--- config.mk ---
export PLATFORM = sky130hd
export DESIGN_NAME = reg_writeback_flat
export DESIGN_NICKNAME = d
export VERILOG_FILES = /design/src/rtl/reg_writeback_if.sv /design/src/rtl/reg_writeback.sv /design/src/flat_wrapper.sv
export SDC_FILE = /design/constraint.sdc
export NUM_CORES = 1
export LEC_CHECK = 0
export ABC_CLOCK_PERIOD_IN_PS = 3700
export CORE_MARGIN = 1.5
export CORE_UTILIZATION = 25
export DETAILED_ROUTE_END_ITERATION = 10
export GPL_TIMING_DRIVEN = 1
export PLACE_DENSITY_LB_ADDON = 0.08
export SLEW_MARGIN = 0
export SYNTH_ARGS = -nofsm -noshare
export SYNTH_HDL_FRONTEND = slang
export SYNTH_SLANG_ARGS = --single-unit
--- constraint.sdc ---
create_clock -name clk -period 3.7 [get_ports clk]
set_input_delay 0.925 -clock clk [delete_from_list [all_inputs] [get_ports clk]]
set_output_delay 0.925 -clock clk [all_outputs]
set_load 0.005 [all_outputs]
--- src/rtl/reg_writeback_if.sv ---
// reg_writeback_if: producer and register-file signals of the write-back front end.
//   ALU producer  : alu_valid, alu_ready, alu_rd[4:0], alu_data[31:0]
//   Load producer : ld_valid, ld_ready, ld_rd[4:0], ld_data[31:0]
//   Reg-file port : write_enable, write_addr[4:0], write_data[31:0]
//   Status        : alu_count (ALU FIFO occupancy)
// The slave modport is the write-back block; the master modport is its environment.
interface reg_writeback_if #(
  parameter int DEPTH = 2
);
  localparam int CNT_W = $clog2(DEPTH) + 1;

  logic              alu_valid;
  logic              alu_ready;
  logic [4:0]        alu_rd;
  logic [31:0]       alu_data;
  logic              ld_valid;
  logic              ld_ready;
  logic [4:0]        ld_rd;
  logic [31:0]       ld_data;
  logic              write_enable;
  logic [4:0]        write_addr;
  logic [31:0]       write_data;
  logic [CNT_W-1:0]  alu_count;

  modport slave (
    input  alu_valid, alu_rd, alu_data, ld_valid, ld_rd, ld_data,
    output alu_ready, ld_ready, write_enable, write_addr, write_data, alu_count
  );

  modport master (
    output alu_valid, alu_rd, alu_data, ld_valid, ld_rd, ld_data,
    input  alu_ready, ld_ready, write_enable, write_addr, write_data, alu_count
  );
endinterface

--- src/rtl/reg_writeback.sv ---
// reg_writeback: write-side front end of the 32x32 integer register file.
// Merges the single-cycle ALU result stream and the multi-cycle load result
// stream onto the register file's single write port. ALU results go through
// a DEPTH-entry FIFO; a load handshake always wins the port, except that a
// full FIFO drops ld_ready so the FIFO head drains.
// Ports:
//   clk          : clock, rising edge
//   rst          : synchronous reset, active-high (overrides clk_enable_n)
//   clk_enable_n : 1 = advance, 0 = hold all state and block handshakes
//   bus          : reg_writeback_if.slave (producers, write port, occupancy)
module reg_writeback #(
  parameter int DEPTH = 2
) (
  input  logic           clk,
  input  logic           rst,
  input  logic           clk_enable_n,
  reg_writeback_if.slave bus
);
  localparam int PTR_W = $clog2(DEPTH);
  localparam int CNT_W = PTR_W + 1;

  logic [4:0]       r_mem_rd   [DEPTH];
  logic [31:0]      r_mem_data [DEPTH];
  logic [PTR_W-1:0] r_wptr;
  logic [PTR_W-1:0] r_rptr;
  logic [CNT_W-1:0] r_count;
  logic             r_we;
  logic [4:0]       r_waddr;
  logic [31:0]      r_wdata;

  logic             w_alu_ready;
  logic             w_ld_ready;
  logic             w_push;
  logic             w_ld_take;
  logic             w_pop;
  logic             w_sel;
  logic [4:0]       w_sel_rd;
  logic [31:0]      w_sel_data;

  // Readies depend only on registered occupancy and the enable, never on valids.
  assign w_alu_ready = clk_enable_n && (r_count < CNT_W'(DEPTH));
  assign w_ld_ready  = clk_enable_n && (r_count != CNT_W'(DEPTH));

  assign w_push    = bus.alu_valid && w_alu_ready;
  assign w_ld_take = bus.ld_valid  && w_ld_ready;
  // The FIFO head is popped only when no load claims the port this edge.
  assign w_pop     = clk_enable_n && !w_ld_take && (r_count != '0);

  always_comb begin
    w_sel      = 1'b0;
    w_sel_rd   = r_mem_rd[r_rptr];
    w_sel_data = r_mem_data[r_rptr];
    if (w_ld_take) begin
      w_sel      = 1'b1;
      w_sel_rd   = bus.ld_rd;
      w_sel_data = bus.ld_data;
    end else if (w_pop) begin
      w_sel      = 1'b1;
    end
  end

  // FIFO storage: data only, no reset needed since pointers/count are cleared.
  always_ff @(posedge clk) begin
    if (w_push) begin
      r_mem_rd[r_wptr]   <= bus.alu_rd;
      r_mem_data[r_wptr] <= bus.alu_data;
    end
  end

  // Control and write-port registers.
  always_ff @(posedge clk) begin
    if (rst) begin
      r_wptr  <= '0;
      r_rptr  <= '0;
      r_count <= '0;
      r_we    <= 1'b0;
      r_waddr <= '0;
      r_wdata <= '0;
    end else if (clk_enable_n) begin
      if (w_push) r_wptr <= r_wptr + PTR_W'(1);
      if (w_pop)  r_rptr <= r_rptr + PTR_W'(1);
      case ({w_push, w_pop})
        2'b10:   r_count <= r_count + CNT_W'(1);
        2'b01:   r_count <= r_count - CNT_W'(1);
        default: r_count <= r_count;
      endcase
      // x0-destined items are consumed but never written.
      r_we <= w_sel && (w_sel_rd != 5'd0);
      if (w_sel) begin
        r_waddr <= w_sel_rd;
        r_wdata <= w_sel_data;
      end
    end
  end

  assign bus.alu_ready    = w_alu_ready;
  assign bus.ld_ready     = w_ld_ready;
  assign bus.write_enable = r_we;
  assign bus.write_addr   = r_waddr;
  assign bus.write_data   = r_wdata;
  assign bus.alu_count    = r_count;
endmodule

--- src/flat_wrapper.sv ---
// flat-port wrapper written by rule: the top's interface ports become plain ports
module reg_writeback_flat 
#(
  parameter int DEPTH = 2
)
  (clk, rst, clk_enable_n, bus_alu_valid, bus_alu_rd, bus_alu_data, bus_ld_valid, bus_ld_rd, bus_ld_data, bus_alu_ready, bus_ld_ready, bus_write_enable, bus_write_addr, bus_write_data, bus_alu_count);
  reg_writeback_if #(.DEPTH(DEPTH)) bus_i ();
  input  logic clk;
  input  logic rst;
  input  logic clk_enable_n;
  input wire logic [$bits(bus_i.alu_valid)-1:0] bus_alu_valid;
  input wire logic [$bits(bus_i.alu_rd)-1:0] bus_alu_rd;
  input wire logic [$bits(bus_i.alu_data)-1:0] bus_alu_data;
  input wire logic [$bits(bus_i.ld_valid)-1:0] bus_ld_valid;
  input wire logic [$bits(bus_i.ld_rd)-1:0] bus_ld_rd;
  input wire logic [$bits(bus_i.ld_data)-1:0] bus_ld_data;
  output wire logic [$bits(bus_i.alu_ready)-1:0] bus_alu_ready;
  output wire logic [$bits(bus_i.ld_ready)-1:0] bus_ld_ready;
  output wire logic [$bits(bus_i.write_enable)-1:0] bus_write_enable;
  output wire logic [$bits(bus_i.write_addr)-1:0] bus_write_addr;
  output wire logic [$bits(bus_i.write_data)-1:0] bus_write_data;
  output wire logic [$bits(bus_i.alu_count)-1:0] bus_alu_count;
  assign bus_i.alu_valid = bus_alu_valid;
  assign bus_i.alu_rd = bus_alu_rd;
  assign bus_i.alu_data = bus_alu_data;
  assign bus_i.ld_valid = bus_ld_valid;
  assign bus_i.ld_rd = bus_ld_rd;
  assign bus_i.ld_data = bus_ld_data;
  assign bus_alu_ready = bus_i.alu_ready;
  assign bus_ld_ready = bus_i.ld_ready;
  assign bus_write_enable = bus_i.write_enable;
  assign bus_write_addr = bus_i.write_addr;
  assign bus_write_data = bus_i.write_data;
  assign bus_alu_count = bus_i.alu_count;
  reg_writeback #(.DEPTH(DEPTH)) u_core (.clk(clk), .rst(rst), .clk_enable_n(clk_enable_n), .bus(bus_i));
endmodule
==> reports/summary.log <==
[grt] number of antenna violations at the first check in global routing 2
[placement] Port Buffer Count 120
[worst_setup_path] cell chain of the critical path clkdlybuf4s50_1 > nor2b_1 > clkdlybuf4s50_1
[pwr] Max VDD drop 0.3188 mV
[logic_synthesis] fraction of synthesis flops using an asynchronous set or reset pin 0
[sta] transition time at the pin with the least slew margin 1.001 ns
[worst_hold_path] start point of the worst min-delay path u_core.bus.write_data[27]$_SDFFE_PP0P_
[grt] overflow left after global routing 0
[worst_setup_path] top cell family by delay on the critical path buffers and inverters
[final_layout] Area growth syn-to-layout 42.67%
[die] starting utilization of the core area 0.2555
[drt] drt via density 4.429
[final_layout] Reg area 0.003084 sq mm
[drt] Detailed Route WL 12330 microns
[worst_setup_path] master of the slowest instance on the critical path clkdlybuf4s50_1
[clock_tree] number of sinks on the clock net 117
[worst_setup_path] depth of the worst register-to-register path 5
[sta] count of final hold-check violations 0
[logic_synthesis] net count after synthesis 446
[die] overall die height 141.3 microns
[logic_synthesis] count of different cell masters after synthesis 32
[flow_run] count of maximum capacitance violations 0
[drt] WL/cell 16.78 microns
[worst_setup_path] category of the most critical setup path input pin to primary output
[die] placeable core region 0.01871 sq mm
[logic_synthesis] Synth Cell Area 0.004780 sq mm
[sta] fin crit share 0.8340
[final_layout] fraction of final layout cells sized beyond drive strength 1 0.1440
[worst_hold_path] Worst Hold Path EP u_core.bus.write_data[27]$_SDFFE_PP0P_
[clock_tree] number of H-tree levels 4
[sta] number of setup violations in the final report 0
[placement] HPWL after detailed placement 8185 microns
[logic_synthesis] count of flip-flops with a built-in enable after synthesis 74
[logic_synthesis] most frequently used cell type in the post-synthesis netlist edfxtp_1
[clock_tree] clock tree from TritonCTS built
[grt] pin count of the biggest net entering global routing 39
[logic_synthesis] number of standard cells after synthesis 366
[logic_synthesis] flip-flop and latch count after synthesis 117
[worst_setup_path] Top cell by count, worst path clkdlybuf4s50_1
[clock_tree] Clock Latency Late Sink 0.41 ns
[sta] final worst hold slack 0.4537 ns
[sta] Fin Clk Skew 0.01269 ns
[worst_hold_path] cell depth of the worst min-delay path 2
[clock_tree] clock edge transition at the registers on the reported setup and hold paths 0.05 ns
[final_layout] Final Net Count 567
[outcome] run status completed
[pwr] cell area power density 525.0 mW/mm^2
[logic_synthesis] synth warn 0
[sta] min Tclk post-route 3.086 ns
[worst_setup_path] worst reg2reg path endpoint u_core.bus.write_enable$_SDFFE_PP0P_
[worst_setup_path] biggest fanout along the worst timing path 3
[drt] first-pass iteration count of the detailed router 4
[sta] Post-Route Setup TNS 0 ns
[logic_synthesis] post-synthesis area per instance 13.06 sq um
[worst_setup_path] element type at the critical path end primary output
[drt] remaining antenna violation count 0
[worst_setup_path] setup slack, reg-to-reg 1.51 ns
[final_layout] fillers 1814
[grt] global-route wire length before repair 19040 microns
[sta] Peak Freq 0.3241 GHz
[drt] routed vias 3255
[worst_setup_path] worst r2r src u_core.bus.alu_count[1]$_SDFFE_PP0P_
[worst_setup_path] required time of the critical path 2.77 ns
[die] total I/O pin count 121
[logic_synthesis] Primary FF master, synth edfxtp_1
[die] total number of placement rows 50
[die] die width 141.3 microns
[grt] via count of the first global-routing pass 3465
[sta] RSZ-0062 raised after global routing false
[worst_setup_path] arrival time reported for the critical path endpoint 2.16 ns
[pwr] Leakage 2.235 nW
[clock_tree] CTS root buf clkbuf_16
[drt] Starting DRT DRC Count 119
[clock_tree] post-CTS setup buffers 0
[clock_tree] Resized cells post-CTS 0
[sta] Max-Slew Margin vs Limit 0.3330
[final_layout] total non-filler cell area in the finished layout 0.006819 sq mm
[worst_setup_path] longest individual stage delay on the worst path 0.54 ns
[logic_synthesis] fraction of post-synthesis cell area in the top cell type by area 0.4649
[clock_tree] clock tree buffer depth 2
[worst_setup_path] kind of launch point of the worst setup path input pin
[logic_synthesis] post-synthesis sequential area ratio 0.6450
[worst_hold_path] worst hold-check path type flip-flop to flip-flop
[clock_tree] count of hold-fix buffers inserted at cts 0
[final_layout] area of the multi-input gates 0.001521 sq mm
[die] Die ar. 0.01996 sq mm
[logic_synthesis] leading cell types by count after synthesis edfxtp_1 (74), dfxtp_1 (43), nand2_1 (42)
[clock_tree] number of buffers inserted during clock tree synthesis 17
[logic_synthesis] most area-consuming cells after synthesis edfxtp_1 (46%), dfxtp_1 (18%), mux2i_1 (7.7%)
[grt] aggregate global-route resource usage 0.1284
[worst_setup_path] WP buf/inv 2
[sta] final count of pins violating max slew 0
[pwr] total power 3.580 mW
[placement] routability congestion estimate 0.7171
[placement] area after detailed placement 0.006210 sq mm
[drt] DRC viols 0
[logic_synthesis] cell type with the largest total area after synthesis edfxtp_1
## registers in the layout (all words and copies together), names as in the netlist, named ones only
register	flops
u_core.r_mem_data	64
u_core.bus.write_enable	1
u_core.r_mem_rd	10
u_core.bus.write_addr	5
u_core.bus.alu_count	2
u_core.r_wptr	1
u_core.bus.write_data	32
u_core.r_rptr	1
## power by group
group,internal [mW],switching [mW],leakage [nW]
sequential,1.46,0.0421,1.03
combinational,0.213,0.174,0.903
clock,1.13,0.557,0.300
## area by class of cell
type,count,share of cell area
tap,234,0.04294
multi-input combinational,219,0.2231
clock buffer,21,0.06606
antenna,1,0.0003670
sequential,117,0.4523
clock inverter,11,0.02294
timing repair buffer,132,0.1923
## per-layer routing
layer | vias up | wire length [microns] | GRT usage | share of wire
met1 | 1544 | 5462 | 0.1501 | 0.44
met5 | - | 10 | 0 | 0.00081
met2 | 84 | 6023 | 0.2172 | 0.49
met3 | 14 | 674 | 0.04185 | 0.055
li1 | 1611 | - | - | -
met4 | 2 | 161 | 0.05263 | 0.013
## per-stage QoR
stage,utilization,setup WS [ns],cells
3_3_place_gp,0.3320,0.5833,702
3_5_place_dp,0.3320,0.5886,702
5_1_grt,0.3644,0.5395,734
2_1_floorplan,-,0.5169,366
4_1_cts,0.3644,0.5782,734
6_report,0.3645,0.6142,735
## worst reg2reg max path, stage by stage (launching register included)
cell and delay (ns):
dfxtp_1 0.53, nor2b_4 0.22, buf_4 0.38, or2_4 0.63, nor3_1 0.14, o41ai_2 0.21
## placed cells by master, fill, tap and decap left out, types with 2 or more instances in the layout
master / synthesis / layout
nor2b_1: 2 / 2
clkinv_2: 0 / 4
clkinv_1: 0 / 2
buf_12: 2 / 2
xnor2_1: 2 / 2
xor2_1: 3 / 3
o211ai_1: 17 / 17
a21oi_2: 3 / 3
nor2_1: 7 / 6
o211ai_2: 20 / 20
buf_4: 5 / 10
edfxtp_1: 74 / 74
nor3_1: 3 / 3
bufinv_16: 0 / 4
a21oi_1: 35 / 35
clkbuf_16: 0 / 17
dfxtp_1: 43 / 42
mux2i_1: 37 / 37
o21ai_0: 37 / 37
clkbuf_1: 13 / 3
clkdlybuf4s50_1: 0 / 119
nand2_1: 42 / 42
## how the worst max path moves through the flow
stage / from / end / slack (ns) / cells past startpoint
detailed placement: clk_enable_n / bus_ld_ready / 0.59 / 3
floorplan: clk_enable_n / u_core.r_mem_data[0][0]$_DFFE_PP_ / 0.52 / 3
global placement: clk_enable_n / bus_ld_ready / 0.58 / 3
CTS: clk_enable_n / bus_ld_ready / 0.58 / 3
finish: clk_enable_n / bus_ld_ready / 0.61 / 3
global route: clk_enable_n / bus_ld_ready / 0.54 / 3
## kinds of logic after synthesis
group           count (synthesis)  share of synthesized area
flops                         117                     0.6450
compound gates                116                     0.1689
simple gates                   60                    0.05524
mux                            37                    0.07749
buf+inv                        30                    0.04162
xor+xnor                        5                   0.009164
fa+ha+maj                       1                   0.002617
(Power assumes the default switching activity.)
